### src/rtl/map_arb_pkg.sv
// Shared types for the mapper external-memory arbiter: FSM states,
// requester identifiers and the loader starvation counter width.
package map_arb_pkg;

    typedef enum logic [1:0] {
        IDLE,
        BUSY,
        DONE
    } arb_state_t;

    typedef enum logic [1:0] {
        REQ_PRG,
        REQ_CHR,
        REQ_LDR
    } req_id_t;

    localparam int LDR_WAIT_W = 8;

endpackage

### src/rtl/map_mem_arbiter.sv
// Shares one external-memory port between the mapper PRG path, the mapper
// CHR path and the cartridge loader; one transaction in flight at a time.
module map_mem_arbiter
    import map_arb_pkg::*;
#(
    parameter int ADDR_BITS    = 24,
    parameter int DATA_BITS    = 8,
    parameter int LDR_MAX_WAIT = 16
) (
    input  logic                 clk,
    input  logic                 rst_n,

    input  logic                 prg_req,
    input  logic                 prg_we,
    input  logic [ADDR_BITS-1:0] prg_addr,
    input  logic [DATA_BITS-1:0] prg_wdata,
    output logic                 prg_ack,
    output logic [DATA_BITS-1:0] prg_rdata,

    input  logic                 chr_req,
    input  logic                 chr_we,
    input  logic [ADDR_BITS-1:0] chr_addr,
    input  logic [DATA_BITS-1:0] chr_wdata,
    output logic                 chr_ack,
    output logic [DATA_BITS-1:0] chr_rdata,

    input  logic                 ldr_req,
    input  logic                 ldr_we,
    input  logic [ADDR_BITS:0]   ldr_addr,
    input  logic [DATA_BITS-1:0] ldr_wdata,
    output logic                 ldr_ack,
    output logic [DATA_BITS-1:0] ldr_rdata,

    output logic                 mem_req,
    output logic                 mem_we,
    output logic [ADDR_BITS:0]   mem_addr,
    output logic [DATA_BITS-1:0] mem_wdata,
    input  logic                 mem_ack,
    input  logic [DATA_BITS-1:0] mem_rdata
);

    arb_state_t              state_q, state_d;
    req_id_t                 winner_q, winner_d;
    logic                    grant_vld;
    logic                    last_chr_q;
    logic [LDR_WAIT_W-1:0]   ldr_wait_q;
    logic                    ldr_starved;
    logic                    ldr_served;
    logic                    sel_we;
    logic [ADDR_BITS:0]      sel_addr;
    logic [DATA_BITS-1:0]    sel_wdata;

    assign ldr_starved = ldr_req && (ldr_wait_q >= LDR_WAIT_W'(LDR_MAX_WAIT));

    // Winner selection; only meaningful while IDLE.
    always_comb begin
        winner_d  = REQ_PRG;
        grant_vld = (state_q == IDLE) && (prg_req || chr_req || ldr_req);
        if (ldr_starved) begin
            winner_d = REQ_LDR;
        end else if (prg_req && chr_req) begin
            winner_d = last_chr_q ? REQ_PRG : REQ_CHR;
        end else if (prg_req) begin
            winner_d = REQ_PRG;
        end else if (chr_req) begin
            winner_d = REQ_CHR;
        end else if (ldr_req) begin
            winner_d = REQ_LDR;
        end

        sel_we    = prg_we;
        sel_addr  = {1'b0, prg_addr};
        sel_wdata = prg_wdata;
        case (winner_d)
            REQ_CHR: begin
                sel_we    = chr_we;
                sel_addr  = {1'b1, chr_addr};
                sel_wdata = chr_wdata;
            end
            REQ_LDR: begin
                sel_we    = ldr_we;
                sel_addr  = ldr_addr;
                sel_wdata = ldr_wdata;
            end
            default: ;
        endcase
    end

    always_comb begin
        state_d = state_q;
        case (state_q)
            IDLE:    if (grant_vld) state_d = BUSY;
            BUSY:    if (mem_ack)   state_d = DONE;
            DONE:    state_d = IDLE;
            default: state_d = IDLE;
        endcase
    end

    // The loader stops accumulating wait time from its grant until its ack.
    assign ldr_served = (grant_vld && (winner_d == REQ_LDR)) ||
                        ((state_q != IDLE) && (winner_q == REQ_LDR));

    always_ff @(posedge clk or negedge rst_n) begin
        if (!rst_n) begin
            state_q <= IDLE;
        end else begin
            state_q <= state_d;
        end
    end

    always_ff @(posedge clk or negedge rst_n) begin
        if (!rst_n) begin
            winner_q   <= REQ_PRG;
            last_chr_q <= 1'b1;
            ldr_wait_q <= '0;
            mem_req    <= 1'b0;
            mem_we     <= 1'b0;
            mem_addr   <= '0;
            mem_wdata  <= '0;
            prg_ack    <= 1'b0;
            chr_ack    <= 1'b0;
            ldr_ack    <= 1'b0;
            prg_rdata  <= '0;
            chr_rdata  <= '0;
            ldr_rdata  <= '0;
        end else begin
            prg_ack <= 1'b0;
            chr_ack <= 1'b0;
            ldr_ack <= 1'b0;

            if (grant_vld) begin
                winner_q  <= winner_d;
                mem_req   <= 1'b1;
                mem_we    <= sel_we;
                mem_addr  <= sel_addr;
                mem_wdata <= sel_wdata;
                if (winner_d != REQ_LDR) begin
                    last_chr_q <= (winner_d == REQ_CHR);
                end
            end

            if ((state_q == BUSY) && mem_ack) begin
                mem_req <= 1'b0;
                case (winner_q)
                    REQ_PRG: begin
                        prg_ack <= 1'b1;
                        if (!mem_we) prg_rdata <= mem_rdata;
                    end
                    REQ_CHR: begin
                        chr_ack <= 1'b1;
                        if (!mem_we) chr_rdata <= mem_rdata;
                    end
                    default: begin
                        ldr_ack <= 1'b1;
                        if (!mem_we) ldr_rdata <= mem_rdata;
                    end
                endcase
            end

            if (!ldr_req || ldr_served) begin
                ldr_wait_q <= '0;
            end else if (ldr_wait_q != '1) begin
                ldr_wait_q <= ldr_wait_q + LDR_WAIT_W'(1);
            end
        end
    end

endmodule

### config.mk
export PLATFORM = sky130hd
export DESIGN_NAME = map_mem_arbiter
export DESIGN_NICKNAME = d
export VERILOG_FILES = /design/src/rtl/map_arb_pkg.sv /design/src/rtl/map_mem_arbiter.sv
export SDC_FILE = /design/constraint.sdc
export NUM_CORES = 1
export LEC_CHECK = 0
export CAP_MARGIN = 10
export CORE_MARGIN = 4
export CORE_UTILIZATION = 41
export DETAILED_ROUTE_END_ITERATION = 8
export GPL_ROUTABILITY_DRIVEN = 0
export PLACE_DENSITY = 0.88
export SYNTH_ARGS = -nofsm -noshare
export SYNTH_HDL_FRONTEND = slang
export SYNTH_SLANG_ARGS = --single-unit
### constraint.sdc
create_clock -name clk -period 3.6 [get_ports clk]
set_clock_uncertainty 0.2 [all_clocks]
set_input_delay 0.72 -clock clk [delete_from_list [all_inputs] [get_ports clk]]
set_output_delay 0.72 -clock clk [all_outputs]
set_load 0.03 [all_outputs]
After elaboration in Yosys (flattened, before gate mapping)
Cells that the tools add are included.
{ "word_totals": {"ff_bits": 75, "input_bits": 114, "wordCells": 71} }
{ "classes": {"n_addsub": 1, "n_lt_le_gt_ge": 1, "eq_ne": 9, "mux": 22, "n_bitwise": 2, "n_reduce_logical": 22} }
{ "ops": {"columns": ["operator", "n"], "rows": [
  ["25-bit case mux with 2 select lines", 1],
  ["8-bit two-way mux", 2],
  ["8-bit case mux with 2 select lines", 1],
  ["2-bit two-way mux", 7],
  ["1-bit two-way mux", 9],
  ["3-bit AND reduction", 3],
  ["8-bit by 1-bit adder with 8-bit output (second input constant)", 1],
  ["8-bit by 5-bit >= comparator with 1-bit output (second input constant)", 1],
  ["8-bit inequality test (second input constant)", 1],
  ["2-bit by 1-bit == test with 1-bit output (second input constant)", 3],
  ["1-bit logical AND", 6],
  ["2-bit inequality test (second input constant)", 3],
  ["2-bit nonzero test", 3],
  ["2-bit == test (second input constant)", 2],
  ["2-bit zero test", 2],
  ["1-bit logical OR", 4],
  ["2-bit case mux with 2 select lines", 1],
  ["2-bit AND reduction", 2],
  ["1-bit NOT", 2],
  ["1-bit case mux with 2 select lines", 1],
  ["2-bit OR reduction", 1],
  ["1-bit zero test", 1]
]} }

Longest topological paths before layout
Gate-level depths: netlist of run 1.
{ "logic_depth": {"ltp_word": 10, "depth_mapped": 10, "ltp_nobuf": 7} }

Worst setup path before layout of run 1
OpenSTA, ideal clock, no wires.
{ "synth_path": {"path_type": "register to register", "start": "reg ldr_wait_q[4]", "end": "reg mem_wdata[0]", "arrival_time_ps": 2534, "setup_slack_ps": 742, "stages_incl_launch_ff": 10, "synth_period_minus_slack_ps": 2858, "path_cell_list": "dfrtp_1 buf_2 or4_4 a221oi_2 inv_1 ha_1 clkbuf_1 clkbuf_1 o21ai_0 mux2_2"} }
{ "synth_between": {"elab_chain_len": 5, "elab_cells_between_ends": 6, "cone_classes": "order compare: 1; eq/ne: 2; mux: 2; reduce/logical: 1"} }
{ "synth_rtl": {"columns": ["item", "line", "text"], "rows": [
  ["start, declared", "map_mem_arbiter.sv:46", "logic [LDR_WAIT_W-1:0] ldr_wait_q;"],
  ["start signal, assigned", "map_mem_arbiter.sv:163", "ldr_wait_q <= ldr_wait_q + LDR_WAIT_W'(1);"],
  ["8-bit by 5-bit >= comparator with 1-bit output *", "map_mem_arbiter.sv:53", "assign ldr_starved = ldr_req && (ldr_wait_q >= LDR_WAIT_W'(LDR_MAX_WAIT));"],
  ["1-bit logical AND *", "map_mem_arbiter.sv:53", null],
  ["2-bit two-way mux *", "map_mem_arbiter.sv:59", "if (ldr_starved) begin"],
  ["via winner_d[0]", "map_mem_arbiter.sv:43", "req_id_t winner_q, winner_d;"],
  ["2-bit == test or 2-bit by 1-bit == test with 1-bit output (tied branches)", "map_mem_arbiter.sv:74", "case (winner_d)"],
  ["8-bit case mux with 2 select lines *", "map_mem_arbiter.sv:74", null],
  ["end signal, assigned", "map_mem_arbiter.sv:136", "mem_wdata <= sel_wdata;"],
  ["end, declared", "map_mem_arbiter.sv:37", "output logic [DATA_BITS-1:0] mem_wdata,"]
]} }
Mark *: on every way through the listed nets, which the timed path passes. The rest lies on a longest branch.
A chain may end at the register's enable or synchronous reset.

Worst setup path in the final report of run 1
{ "layout_path": {"start": "reg ldr_wait_q[6]", "end": "reg mem_addr[20]"} }
{ "layout_between": {"elab_chain_len": 5, "elab_cells_between_ends": 6, "cone_classes": "order compare: 1; eq/ne: 2; mux: 2; reduce/logical: 1"} }
{ "layout_rtl": {"columns": ["item", "line", "text"], "rows": [
  ["8-bit by 5-bit >= comparator with 1-bit output *", "map_mem_arbiter.sv:53", null],
  ["1-bit logical AND *", "map_mem_arbiter.sv:53", null],
  ["2-bit two-way mux *", "map_mem_arbiter.sv:59", null],
  ["via winner_d[0]", "map_mem_arbiter.sv:43", null],
  ["2-bit == test or 2-bit by 1-bit == test with 1-bit output (tied branches)", "map_mem_arbiter.sv:74", null],
  ["25-bit case mux with 2 select lines *", "map_mem_arbiter.sv:74", null],
  ["end signal, assigned", "map_mem_arbiter.sv:135", "mem_addr <= sel_addr;"],
  ["end, declared", "map_mem_arbiter.sv:36", "output logic [ADDR_BITS:0] mem_addr,"]
]} }
Marks and branches as above.

==> reports/metrics.csv, run 1 <==
metric,value,unit
clock sinks,75,
Fin Setup TNS,0,ps
mean area per synthesized cell,11.3,µm²
period utilisation layout,0.820,
global-route wire length before repair,15500,µm
Yosys top cell area share,0.502,
net switching power,1.77,mW
Die Span X,103,µm
io pins,176,
CTS tree,done,
largest cells by area after synthesis,"dfrtp_1 (50%), mux2_2 (15%), a22oi_1 (6.7%)",
Syn-to-layout area delta,55.5,%
Util after Layout,0.658,
Min-Delay Path Class,register to register,
Synth Area in XOR/XNOR,0.00238,
Synth Area in Simple Gates,0.0954,
Post-synth EDFFs,0,
Cell Pwr Density,774,nW/µm²
Final ANT Viol Nets,0,
Setup CP Type,register to register,
initial antenna violation count,0,
crit-path max FO,56,
multiplexer area fraction after synthesis,0.188,
P_int,2.67,mW
Pins Over Slew Limit,0,
Core Region,8720,µm²
clk buf depth,2,
top-count cell post-synth,dfrtp_1,
Worst Max-Slew Pin Slew,1010,ps
final setup fails,0,
multi-input logic area,1670,µm²
post-cts hold buffer count,0,
CP Data Arrival Time,2980,ps
Clock power frac,0.151,
Post-CTS Resized,0,
sequential power share,0.319,
Design Power,4.44,mW
"slowest stage cell, crit path",or4_4,
Combinational Power Share,0.530,
"Req. time, crit path",3630,ps
antenna cell count,0,
VDD IR-drop max,0.000538,V
main combinational cell family by area after synthesis,multiplexers,
post-synthesis cell area,3690,µm²
Fill cells,658,
Vias,3191,
FF/Latch Area,1880,µm²
Starting Density,0.423,
Std-Cell Rows,34,
WL final,10300,µm
postcts setup bufs,0,
htree depth,3,
startpoint types,register,
drt initial violations,66,
"delay-heaviest family, CP",simple AND/OR/NAND/NOR gates,
Post-Synth Adder-Cell Area,0.0136,
grt total ovfl,0,
"top cells by count, synth","dfrtp_1 (74), mux2_2 (49), o21ai_0 (38), nand2_1 (35), a22oi_1 (33)",
status,completed,
crit path cell chain,or4_4 -> a221oi_2 -> inv_1 -> ha_2 -> buf_12 -> o21ai_0 -> mux2_1,
Achievable Freq,339,MHz
register area share after synthesis,0.509,
most used routing layer,met2,
1st-pass router iterations,4,
Clock Pin Slew Worst Setup and Hold Paths,80,ps
Num CTS Buffers,9,
"Top FF cell, synth",dfrtp_1,
Total Routing Usage GR,0.188,
YS warnings,0,
Cells after Synth,325,
ratio of cells with drive above 1 in the final layout,0.179,
PortBufs,175,
GR Layer Usage met2,0.325,
Synth Net Count,443,
Yosys top cell by area,dfrtp_1,
Die ar.,10600,µm²
CP max stage delay,580,ps
switching share of power,0.398,
DP Area,5530,µm²
Residual DRC,0,
Synth Area in Compound Gates,0.153,
Worst-Skew Late Latency,340,ps
#FFs+latches synth,75,
largest net degree at the start of global routing,76,
Slew headroom,0.319,
Final HPWL DP,7700,µm
final hold vios,0,
ys async rst share,1.00,
CP Capture Type,register,
Nets,609,
vias in the first global route,3202,
number of max-cap violations,0,
Netlist cell types,43,
post-route minimum period,2950,ps
"Buf+Inv Stages, Crit Path",2,
DR WL/cell,17.1,µm
CTS Root Buffer Type,clkbuf_8,
final instance area,5730,µm²
met1 GRT Util,0.230,
met3 usage,0.0494,
Lkg Pwr,2.41,nW
Die Ht,103,µm
RSZ-0062 raised after global routing,no,
routed vias/inst,5.28,
## layout by cell type (no fill, tap or decap), types with 2 or more instances in the layout
cell,count
a21oi_1,7
ha_1,3
buf_12,3
inv_1,7
clkdlybuf4s50_1,174
mux2_1,2
a22oi_1,33
buf_4,2
inv_6,3
dfrtp_1,74
mux2_4,8
a211oi_1,3
clkinv_4,3
nand3_1,2
clkbuf_8,9
nand2_1,35
nand4_1,2
mux2_2,49
and4_1,2
nor2_1,4
and3_1,2
a31oi_1,2
nor3_1,8
o21ai_0,38
## sequential cells by signal, indices dropped and copies added, names as in the netlist, 2 cells and up
register    flops
mem_addr       25
chr_rdata       8
ldr_rdata       8
ldr_wait_q      8
mem_wdata       8
prg_rdata       8
state_q         2
winner_q        2
## kinds of logic (layout without fill, tap and decap cells)
family	Yosys count	count (layout)
muxes	59	59
adders and majority gates	4	4
DFF	75	75
and+or+nand+nor	66	66
xor gates and xnor gates	1	1
AOI/OAI and AO/OA	89	89
buffers and inverters	31	202
## power groups by stage
stage	Clock, mW	Sequential, mW	Combinational, mW
after floorplan	0	2.05	0.742
final	0.670	1.42	2.35
after CTS	0.692	1.42	2.38
after detailed placement	0	1.43	2.37
after global routing	0.726	1.46	2.48
after global placement	0	1.42	2.33
## layout make-up
cell class,instances,share of cell area
clock buffers,9,0.0216
clock inverters,7,0.0144
inverters,7,0.00458
multi-input cells,219,0.292
flip-flops and latches,75,0.328
well taps,108,0.0236
repair buffers,179,0.317
## path summary, 6_finish.rpt
kind | slack [ps] | start | endpoint | cells after the start
min in group asynchronous | 310 | rst_n | ldr_wait_q[2] | 1
min | 300 | mem_addr[20] | mem_addr[20] | 1
max | 650 | ldr_wait_q[6] | mem_addr[20] | 7
max reg2reg | 650 | ldr_wait_q[6] | mem_addr[20] | 7
max in group asynchronous | 2280 | rst_n | mem_addr[9] | 1
min reg2reg | 300 | mem_addr[20] | mem_addr[20] | 1
## metal layers
layer / vias up / routed length [µm]
met1: 1521 / 4130
li1: 1523 / -
met5: - / 0
met3: 21 / 753
met4: 0 / 208
met2: 126 / 5240
## metrics by stage
stage / worst slack [ps] / std cells / hold WS [ps]
floorplan: 742 / 325 / 224
global placement: 431 / 588 / 269
detailed placement: 313 / 588 / 280
CTS: 648 / 604 / 301
global route: 475 / 604 / 317
finish: 647 / 604 / 296
## worst register-to-register path: cells and delay by family (launching register included)
kind	cells	cell delay, ps
fa+ha+maj	1	480
compound gates	2	500
mux	1	290
buf+inv	2	350
flops	1	450
simple gates	1	580
Power figures use the tool's default switching activity.
==> inputs of run 2 (changes only) <==
- clock period: 3.6 -> 3 ns (I/O delays scaled with it)
==> reports/metrics.csv, run 2 (synthesized netlist as in run 1, its figures left out) <==
metric,value,unit,change
drt initial violations,96,,was 66
most frequent cells in the layout,"clkdlybuf4s50_1 (174), dfrtp_1 (74), mux2_2 (49)",,unchanged
antenna cell count,0,,unchanged
Residual DRC,0,,unchanged
Num CTS Buffers,9,,unchanged
Clock Pin Slew Worst Setup and Hold Paths,80,ps,about the same
pre-CTS setup slack,-13.6,ps,was 313 ps
Die ar.,10600,µm²,unchanged
grt total ovfl,0,,unchanged
DP Area,5520,µm²,was 5530 µm²
non-filler cells in the finished layout,605,,was 604
crit-path max FO,30,,was 56
period utilisation layout,0.967,,was 0.820
Pins Over Slew Limit,0,,unchanged
routed vias/inst,5.26,,was 5.28
Slew headroom,0.328,,was 0.319
Std-Cell Rows,34,,unchanged
placed cells,589,,was 588
net switching power,2.14,mW,was 1.77 mW
Die Ht,103,µm,unchanged
Die Span X,103,µm,unchanged
Nets,610,,was 609
sequential power share,0.326,,was 0.319
number of flip-flops under the largest register name,25,,unchanged
Vias,3183,,was 3191
Combinational Power Share,0.535,,was 0.530
Worst-Skew Late Latency,350,ps,was 340 ps
WL final,10400,µm,was 10300 µm
WHS,170,ps,was 296 ps
Worst Max-Slew Pin Slew,1010,ps,about the same
"commonest non-fill, non-tap cell in the layout",clkdlybuf4s50_1,,unchanged
VDD IR-drop max,0.000479,V,was 0.000538 V
Post-CTS Resized,0,,unchanged
Setup CP Type,register to register,,unchanged
Syn-to-layout area delta,54.8,%,was 55.5%
htree depth,3,,unchanged
status,completed,,unchanged
Final ANT Viol Nets,0,,unchanged
io pins,176,,unchanged
Clock power frac,0.139,,was 0.151
startpoint types,register,,unchanged
Lkg Pwr,2.39,nW,was 2.41 nW
vias in the first global route,3268,,was 3202
post-cts hold buffer count,0,,unchanged
global-route wire length before repair,15800,µm,was 15500 µm
switching share of power,0.408,,was 0.398
clk buf depth,2,,unchanged
Core Region,8720,µm²,unchanged
largest net degree at the start of global routing,76,,unchanged
Achievable Freq,345,MHz,was 339 MHz
final hold vios,0,,unchanged
final setup fails,0,,unchanged
slack of the critical path,97.9,ps,was 647 ps
Min-Delay Path Class,input port to asynchronous set/reset pin,,was register to register
"Req. time, crit path",3030,ps,was 3630 ps
Total Routing Usage GR,0.193,,was 0.188
number of max-cap violations,0,,unchanged
postcts setup bufs,0,,unchanged
Starting Density,0.423,,unchanged
1st-pass router iterations,4,,unchanged
Cell Pwr Density,919,nW/µm²,was 774 nW/µm²
final instance area,5710,µm²,was 5730 µm²
P_int,3.11,mW,was 2.67 mW
PortBufs,175,,unchanged
CTS tree,done,,unchanged
ratio of cells with drive above 1 in the final layout,0.181,,was 0.179
Design Power,5.24,mW,was 4.44 mW
Util after Layout,0.654,,was 0.658
reg2reg path depth,8,,was 7
Fin Setup TNS,0,ps,unchanged
CP Capture Type,register,,unchanged
Final HPWL DP,7830,µm,was 7700 µm
RSZ-0062 raised after global routing,no,,unchanged
initial antenna violation count,0,,unchanged
"Most flops, register",mem_addr,,unchanged
clock sinks,75,,unchanged
post-route minimum period,2900,ps,was 2950 ps
CTS Root Buffer Type,clkbuf_8,,unchanged
CP Data Arrival Time,2930,ps,was 2980 ps
DR WL/cell,17.3,µm,was 17.1 µm
[run 2: cell types whose count changed in the layout (fill, tap and decap cells not counted), sizes merged]
cell      change
clkinvlp      +3
clkinv        -2
buf           +1
bufinv        -1
[run 2: final timing paths]
check | from | endpoint | slack (ps)
setup / recovery | ldr_wait_q[6] | mem_addr[7] | 100
setup reg to reg | ldr_wait_q[6] | mem_addr[7] | 100
hold / removal | rst_n | mem_req | 170
hold reg to reg | mem_req | mem_req | 290
max in group asynchronous | rst_n | prg_rdata[5] | 1790
min in group clk | mem_req | mem_req | 290
[run 2: layout make-up]
cell class	count	area [µm²]
Clock buffer	9	124
Inverter	7	26.3
Timing Repair Buffer	180	1810
Sequential cell	75	1880
Clock inverter	7	60.1
Tap cell	108	135
Fill cell	688	3010
Multi-Input combinational cell	219	1670
[run 2: critical path: stages, from the launching register on]
cell and delay [ps]:
dfrtp_1 450, or4_4 580, a221oi_2 360, inv_1 90, ha_2 210, buf_4 230, a22oi_1 260, o21ai_0 120
mux2_2 270
[run 2: metal layers]
| layer | global-route usage | vias up | routed length [µm] |
|---|---|---|---|
| met1 | 0.226 | 1532 | 4080 |
| met2 | 0.347 | 104 | 5410 |
| li1 | - | 1526 | - |
| met4 | 0.0488 | 0 | 195 |
| met3 | 0.0575 | 21 | 766 |
| met5 | 0 | - | 0 |
[run 2: power groups by stage]
stage	Clock (mW)	Combinational, mW	Sequential [mW]
global route	0.802	2.96	1.77
floorplan	0	0.891	2.47
detailed placement	0	2.84	1.73
finish	0.728	2.81	1.71
CTS	0.753	2.84	1.71
global placement	0	2.77	1.70
